===== src/rtl/cnt_timer_arb_pkg.sv =====
// Shared types and defaults for the counter-timer arbiter.
package cnt_timer_arb_pkg;

  localparam int unsigned N_REQ_DEFAULT = 4;
  localparam int unsigned WIDTH_DEFAULT = 8;

  typedef enum logic [1:0] {
    IDLE = 2'd0,
    RUN  = 2'd1,
    DONE = 2'd2
  } state_t;

  function automatic int unsigned idx_width(input int unsigned n);
    return (n > 1) ? $clog2(n) : 1;
  endfunction

endpackage


===== src/rtl/rr_pick.sv =====
// Combinational round-robin picker: first set req bit at or above ptr, wrapping.
module rr_pick
  import cnt_timer_arb_pkg::*;
#(
  parameter int unsigned N_REQ = N_REQ_DEFAULT,
  parameter int unsigned IDX_W = idx_width(N_REQ)
) (
  input  logic [N_REQ-1:0] req,
  input  logic [IDX_W-1:0] ptr,
  output logic [N_REQ-1:0] winner,
  output logic             valid
);

  logic [IDX_W-1:0] k;
  logic             found;

  always_comb begin
    winner = '0;
    found  = 1'b0;
    k      = '0;
    for (int unsigned i = 0; i < N_REQ; i++) begin
      k = IDX_W'((32'(ptr) + i) % N_REQ);
      if (!found && req[k]) begin
        winner[k] = 1'b1;
        found     = 1'b1;
      end
    end
  end

  assign valid = |req;

endmodule


===== src/rtl/cnt_timer_arbiter.sv =====
// Shared up-counter timer granted round-robin to N_REQ requesters;
// each grant counts 1..n and pulses done to the owner.
module cnt_timer_arbiter
  import cnt_timer_arb_pkg::*;
#(
  parameter int unsigned N_REQ = N_REQ_DEFAULT,
  parameter int unsigned WIDTH = WIDTH_DEFAULT
) (
  input  logic               clk,
  input  logic               reset,
  input  logic [N_REQ-1:0]   req,
  input  logic [N_REQ*WIDTH-1:0] n_count,
  output logic [N_REQ-1:0]   gnt,
  output logic [N_REQ-1:0]   done,
  output logic               busy,
  output logic [WIDTH-1:0]   q
);

  localparam int unsigned IDX_W = idx_width(N_REQ);

  state_t           state, state_n;
  logic [IDX_W-1:0] ptr, ptr_n, ptr_inc;
  logic [IDX_W-1:0] idx, idx_n, win_idx;
  logic [WIDTH-1:0] n_lat, n_n, win_n, q_n;
  logic [N_REQ-1:0] gnt_n, done_n, winner;
  logic             win_valid;

  rr_pick #(
    .N_REQ (N_REQ),
    .IDX_W (IDX_W)
  ) u_pick (
    .req    (req),
    .ptr    (ptr),
    .winner (winner),
    .valid  (win_valid)
  );

  assign ptr_inc = (idx == IDX_W'(N_REQ - 1)) ? '0 : idx + 1'b1;
  assign busy    = (state != IDLE);

  // gnt/done/q are computed here and registered below so the outputs are flop-driven.
  always_comb begin
    state_n = state;
    q_n     = q;
    gnt_n   = gnt;
    done_n  = '0;
    idx_n   = idx;
    n_n     = n_lat;
    ptr_n   = ptr;
    win_idx = '0;
    win_n   = '0;
    for (int unsigned i = 0; i < N_REQ; i++) begin
      if (winner[i]) begin
        win_idx = IDX_W'(i);
        win_n   = n_count[i*WIDTH +: WIDTH];
      end
    end
    case (state)
      IDLE: begin
        if (win_valid) begin
          idx_n = win_idx;
          n_n   = win_n;
          gnt_n = winner;
          if (win_n == '0) begin
            state_n = DONE;
            q_n     = '0;
            done_n  = winner;
          end else begin
            state_n = RUN;
            q_n     = WIDTH'(1);
          end
        end
      end
      RUN: begin
        if (!req[idx]) begin
          state_n = IDLE;
          q_n     = '0;
          gnt_n   = '0;
          ptr_n   = ptr_inc;
        end else if (q == n_lat) begin
          state_n = DONE;
          done_n  = gnt;
        end else begin
          q_n = q + 1'b1;
        end
      end
      DONE: begin
        state_n = IDLE;
        q_n     = '0;
        gnt_n   = '0;
        ptr_n   = ptr_inc;
      end
      default: begin
        state_n = IDLE;
        q_n     = '0;
        gnt_n   = '0;
      end
    endcase
  end

  always_ff @(posedge clk) begin
    if (reset) begin
      state <= IDLE;
      ptr   <= '0;
      q     <= '0;
      gnt   <= '0;
      done  <= '0;
      idx   <= '0;
      n_lat <= '0;
    end else begin
      state <= state_n;
      ptr   <= ptr_n;
      q     <= q_n;
      gnt   <= gnt_n;
      done  <= done_n;
      idx   <= idx_n;
      n_lat <= n_n;
    end
  end

endmodule


===== config.mk =====
export PLATFORM = sky130hd
export DESIGN_NAME = cnt_timer_arbiter
export DESIGN_NICKNAME = d
export VERILOG_FILES = /design/src/rtl/cnt_timer_arb_pkg.sv /design/src/rtl/rr_pick.sv /design/src/rtl/cnt_timer_arbiter.sv
export SDC_FILE = /design/constraint.sdc
export NUM_CORES = 1
export LEC_CHECK = 0
export ABC_AREA = 1
export BUFFER_PORTS_ARGS = -buffer_cell sky130_fd_sc_hd__buf_2
export CAP_MARGIN = 20
export CORE_MARGIN = 3
export CORE_UTILIZATION = 45
export CTS_BUF_LIST = sky130_fd_sc_hd__clkbuf_16
export CTS_CLUSTER_SIZE = 25
export DETAILED_ROUTE_END_ITERATION = 12
export PLACE_DENSITY = 0.7
export REMOVE_ABC_BUFFERS = 1
export SLEW_MARGIN = 20
export SYNTH_ARGS = -nofsm -noshare
export SYNTH_HDL_FRONTEND = slang
export SYNTH_SLANG_ARGS = --single-unit

===== constraint.sdc =====
create_clock -name clk -period 4.4 [get_ports clk]
set_input_delay 0 -clock clk [delete_from_list [all_inputs] [get_ports clk]]
set_output_delay 0 -clock clk [all_outputs]
set_load 0.005 [all_outputs]

# After elaboration in Yosys (flattened, before gate mapping)
# Index checks and enable logic that the tools add are counted.
# W data, S select, Z words.
# totals
regBits	30
in_bits	38
output_inout_bits	17
wordCells	105
# op_classes
n_addsub	5
magnitude_cmp	9
n_eq_ne	8
n_mux	53
n_bitwise	3
n_reduce_logical	20
# op_table
operator	count
$mux W8	7
$mux W4	10
$mux W2	8
$pmux W4 S2	2
$pmux W8 S2	1
$lt A2 B3 Y1 const B	5
$mux W1	14
$or A4 B4 Y4	3
$bmux W1 S2	5
$reduce_and A2 Y1	5
$add A8 B1 Y8 const B	1
$demux W1 S2	4
$eq A8 B8 Y1	1
$ge A2 B1 Y1 const B	4
$logic_not A8 Y1	1
$pmux W2 S2	2
$logic_and A1 B1 Y1	7
$ne A3 B3 Y1 const B	2
$add A2 B1 Y2 const B	2
$add A2 B2 Y2 const B	2
$eq A2 B2 Y1 const B	2
$reduce_bool A2 Y1	2
$reduce_or A4 Y1	1
$logic_not A1 Y1	3
4 further kinds	4

# Depth between registers and ports, before layout
# logic_depth
word_depth	20
depth_mapped	21
ltp_nobuf	21

# Modules after synthesis
# From an unflattened synthesis, not the netlist that was laid out.
# hier_totals
hier_cells	362
hier_area_um2	2238.4
# by_module_without_submodules
module	n_inst	cells_each	area_each_um2	seq_area_each_um2
cnt_timer_arbiter	1	288	1833.0	600.6
rr_pick	1	74	405.4	0.0

# Worst setup path before layout
# No wires, ideal clock.
# synth_path
path_type	reg-to-reg
start	reg ptr[0]
end	reg q[0]
setup_time_ns	0.128
t_arrival_ns	2.367
t_required_ns	4.272
path_slack_ns	1.905
stages_incl_launch_ff	20
path_buffers	0
synth_period_minus_slack_ns	2.495
cell_sequence	dfxtp_1 inv_2 ha_1 inv_1 nand3_1 nand2_1 nand2_4 nor2_8 nand2_4 nand2_4 inv_4 or2_1 nand2_2 nand2_1 nor2_1 nand2_2 nand2_1 nand2_1 nand2_1 a21oi_2
# synth_between
elab_chain_len	20
word_cells_on_any_way	55
classes_between	add/sub (3); order compare (8); mux (30); bitwise (3); reduce/logical (11)
# synth_lines
element	line_no	text
start: declaration	cnt_timer_arbiter.sv:22	logic [IDX_W-1:0] ptr, ptr_n, ptr_inc;
start signal: assignment	cnt_timer_arbiter.sv:112	ptr <= ptr_n;
branches (longest 11 deep; another with $lt A2 B3 Y1)	--	
$mux W4 (*)	rr_pick.sv:23	if (!found && req[k]) begin
$mux W8 (3 in a row)	cnt_timer_arbiter.sv:53	if (winner[i]) begin
$mux W8 (*)	cnt_timer_arbiter.sv:53	
$logic_not A8 Y1 (*)	cnt_timer_arbiter.sv:64	if (win_n == '0) begin
$mux W1 (*)	cnt_timer_arbiter.sv:64	
$mux W8 (*)	cnt_timer_arbiter.sv:60	if (win_valid) begin
$pmux W8 S2 (*)	cnt_timer_arbiter.sv:58	case (state)
end signal: assignment	cnt_timer_arbiter.sv:113	q <= q_n;
end: declaration	cnt_timer_arbiter.sv:16	output logic [WIDTH-1:0] q
# Mark *: on every way between the ends. The select of a mux whose other input is x is not followed.
# A chain may end at the register's enable or synchronous reset.

# Worst setup path in the final report
# layout_path
start	reg ptr[0]
end	reg state[1]
# layout_between
elab_chain_len	20
word_cells_on_any_way	55
classes_between	add/sub (3); order compare (8); mux (30); bitwise (3); reduce/logical (11)
# layout_lines
element	line_no	text
branches (longest 11 deep; another with $lt A2 B3 Y1)	--	
$mux W4 (*)	rr_pick.sv:23	
$mux W8 (3 in a row)	cnt_timer_arbiter.sv:53	
$mux W8 (*)	cnt_timer_arbiter.sv:53	
$logic_not A8 Y1 (*)	cnt_timer_arbiter.sv:64	
$mux W2 (*)	cnt_timer_arbiter.sv:64	
$mux W2 (*)	cnt_timer_arbiter.sv:60	
$pmux W2 S2 (*)	cnt_timer_arbiter.sv:58	
end signal: assignment	cnt_timer_arbiter.sv:111	state <= state_n;
end: declaration	cnt_timer_arbiter.sv:21	state_t state, state_n;
# Marks and branches as above.

==> run_results.csv <==
group,metric,value,unit
outcome,outcome,"completed",
yosys,synth.top_cells.by_area,"dfxtp_1 (28%), nand2_1 (17%), a21oi_1 (9.8%), inv_1 (7.0%), nand3_1 (5.8%)",
timing,slew_violations,0,
placement,gp_congestion,0.823,
floorplan,core_area,4470,sq um
power_and_ir_drop,power_density,792,nW/um^2
critical_path,worstPathRequired,4.61,ns
clocking,clock-sinks,30,
drt,finalWirelength,5130,um
global_routing,first_global_vias,2046,
yosys,yosys_warnings,0,
drt,avgRoutedWirePerCell,11.4,um
timing,timing.final.crit_share,64.9,%
yosys,netlist.area_leader.share,28.0,%
clocking,cts_root_buf,"clkbuf_16",
critical_path,criticalPathCategory,"reg -> reg",
final_layout,finalNetCount,443,
global_routing,grt_remaining_overflow,0,
timing,fin_ws,1.55,ns
final_layout,multi_input_comb_area,1350,sq um
yosys,synth_flop_cell,"dfxtp_1",
floorplan,initial_core_util,48.0,%
timing,max_slew.worst_pin.slew,0.462,ns
critical_path,crit_arrival,3.06,ns
yosys,yosys-top-cells-count,"nand2_1 (99), a21oi_1 (42), inv_1 (40)",
timing,skew,0.00477,ns
drt,drc,0,
timing,finalSetupViolCount,0,
clocking,cts_resized,0,
critical_path,cp_slowest_cell,"dfxtp_1",
timing,fin_crit,2.85,ns
global_routing,grt_max_degree,20,
global_routing,track_usage,19.3,%
placement,pre_cts_ws,1.54,ns
drt,vias,2251,
yosys,synth_seq_area_share,28.0,%
floorplan,die_w,75.1,um
floorplan,num_rows,24,
min_path,min_delay_path_depth,2,
timing,fin_tns_setup,0,ns
placement,portBuffers,54,
critical_path,cp_common_cell,"nand2_1",
final_layout,antenna_cells,0,
global_routing,grt_pass1_wl,8580,um
global_routing,grt_antenna_before_repair,0,
final_layout,area_growth_syn_to_layout,22.6,%
yosys,syn_avg_cell_area,6.35,sq um
critical_path,startpoint,"ptr[0]$_SDFFE_PP0P_",
drt,drt_iter0_drc,140,
clocking,cts_tree,"done",
flow_run,maxCapViolCount,0,
drt,viasPerCell,5.01,
yosys,synth_edf_count,0,
timing,rsz0062_at_grt,"no",
power_and_ir_drop,p_leak,0.00138,uW
drt,dr.pass1.iters,4,
min_path,hp-class,"in -> reg",
critical_path,crit_path_max_incr_delay,0.53,ns
yosys,syn_inst,338,
timing,hold_viol,0,
timing,fmaxAchievable,350,MHz
clocking,cts-hold-fix-buffers,0,
final_layout,fin_util,58.8,%
critical_path,cp_num_buf_inv,5,
yosys,async_reset_ff_share,0,%
critical_path,cp_max_fo,11,
yosys,synthMostInstantiatedCell,"nand2_1",
clocking,clock_latency,0.27,ns
min_path,hold_path_startpoint,"reset",
drt,ant_nets,0,
critical_path,cp-start-kind,"flop",
floorplan,fp.dieH,75.1,um
floorplan,dieArea,5640,sq um
critical_path,rr_worst_depth,20,
critical_path,crit_chain,"inv_2, ha_1, inv_1, nand3_1, nand2_1, nand2_4, inv_2, nand3_1, nand3_2, inv_2, nand2_1, nand2_1, nand2_1, nand2_2, nand2_1, nor2_1, nand2_2, inv_2, nand2_1, a21oi_2",
power_and_ir_drop,ir_drop,0.388,mV
yosys,synth.distinct_cells,29,
clocking,clockBufferDepth,2,
critical_path,r2r_end,"state[1]$_SDFFE_PP0P_",
min_path,hold_end,"q[0]$_SDFFE_PP0P_",
yosys,synth_seq_cells,30,
final_layout,seqCellArea,601,sq um
clocking,htreeDepth,2,
clocking,path_clk_slew,0.05,ns
critical_path,cp_top_family,"simple AND/OR/NAND/NOR gates",
clocking,cts_made_buffers,5,
final_layout,drive_gt1_share,23.4,%
critical_path,rr_startpoint,"ptr[0]$_SDFFE_PP0P_",
placement,hpwl,4030,um
critical_path,r2r_slack,1.55,ns
clocking,postCtsSetupBuffers,0,
timing,slew_headroom,69.2,%
floorplan,ios,55,
critical_path,cp-end-kind,"flop",
final_layout,fill_cells,449,
yosys,synth_area,2150,sq um
yosys,synth.largest_area_cell,"dfxtp_1",
[report_power, final]
part	internal [uW]	total [uW]	switching (uW)	leakage, uW
logic	450	1300	846	0.00105
registers	346	410	64.0	0.000245
clock network	264	377	113	0.0000836
[metrics by stage]
| stage | std cells | cell area (sq um) | power (uW) | hold slack [ns] |
|---|---|---|---|---|
| global route | 449 | 2630 | 2300 | 0.0231 |
| global placement | 441 | 2470 | 1700 | 0.287 |
| finish | 449 | 2630 | 2080 | 0.0104 |
| floorplan | 334 | 2120 | 1420 | 0.0624 |
| detailed placement | 441 | 2470 | 1710 | 0.291 |
| CTS | 449 | 2630 | 2100 | 0.00217 |
[worst max-delay path by stage]
stage | endpoint | slack, ns | depth (start not counted)
floorplan | q[0]$_SDFFE_PP0P_ | 1.92 | 19
global placement | done[0]$_SDFF_PP0_ | 1.63 | 20
detailed placement | state[1]$_SDFFE_PP0P_ | 1.54 | 20
CTS | state[1]$_SDFFE_PP0P_ | 1.53 | 20
global route | state[1]$_SDFFE_PP0P_ | 1.20 | 20
finish | state[1]$_SDFFE_PP0P_ | 1.55 | 20
[layer usage]
metal / global-route usage [%] / share of wire [%] / vias up
met2: 33.8 / 48 / 54
met3: 5.34 / 4.8 / 7
met1: 23.8 / 46 / 989
met4: 3.75 / 1.0 / 0
li1: - / - / 1201
met5: 0 / 0 / -
[worst register-to-register path, stage by stage, from the launching register on]
cell and delay, ns:
dfxtp_1 0.53, inv_2 0.17, ha_1 0.37, inv_1 0.08, nand3_1 0.08, nand2_1 0.09
nand2_4 0.12, inv_2 0.05, nand3_1 0.07, nand3_2 0.18, inv_2 0.20, nand2_1 0.07
nand2_1 0.06, nand2_1 0.06, nand2_2 0.07, nand2_1 0.05, nor2_1 0.14, nand2_2 0.08
inv_2 0.10, nand2_1 0.07, a21oi_2 0.13
[registers in the layout, indices dropped and copies added (netlist names)]
register and flops:
done 4, gnt 4, idx 2, n_lat 8, ptr 2, q 8, state 2
[cell families after synthesis]
logic type | share of synthesized area, %
DFF | 28.0
AOI/OAI and AO/OA | 15.9
buffers and inverters | 9.03
xor gates and xnor gates | 1.63
adders and majority gates | 5.24
and+or+nand+nor | 40.3
[area by class of cell]
| class | instances | area share [%] |
|---|---|---|
| clock inverter | 3 | 1.52 |
| tap | 52 | 2.47 |
| inverter | 45 | 6.51 |
| clock buffer | 5 | 4.75 |
| sequential | 30 | 22.8 |
| multi-input combinational | 259 | 51.4 |
| timing repair buffer | 55 | 10.6 |
[layout by cell type, fill, tap and decap left out, types with 2 or more instances in the layout]
master,synthesis,layout
clkbuf_16,0,5
nand2_1,99,99
inv_1,40,40
buf_2,0,54
clkinv_2,0,2
or2_2,5,5
nor3_1,5,5
nor2_1,19,19
or2_0,2,2
xor2_1,4,4
nand3_2,4,4
o21ai_0,18,18
inv_2,4,4
dfxtp_1,30,30
ha_1,9,9
a21oi_1,42,42
nand2_2,5,5
nand4_1,2,2
nand3_1,25,25
or2_1,6,6
a21oi_2,3,3
nand2_4,4,4
Note: power is estimated with default switching activity, not from simulation.
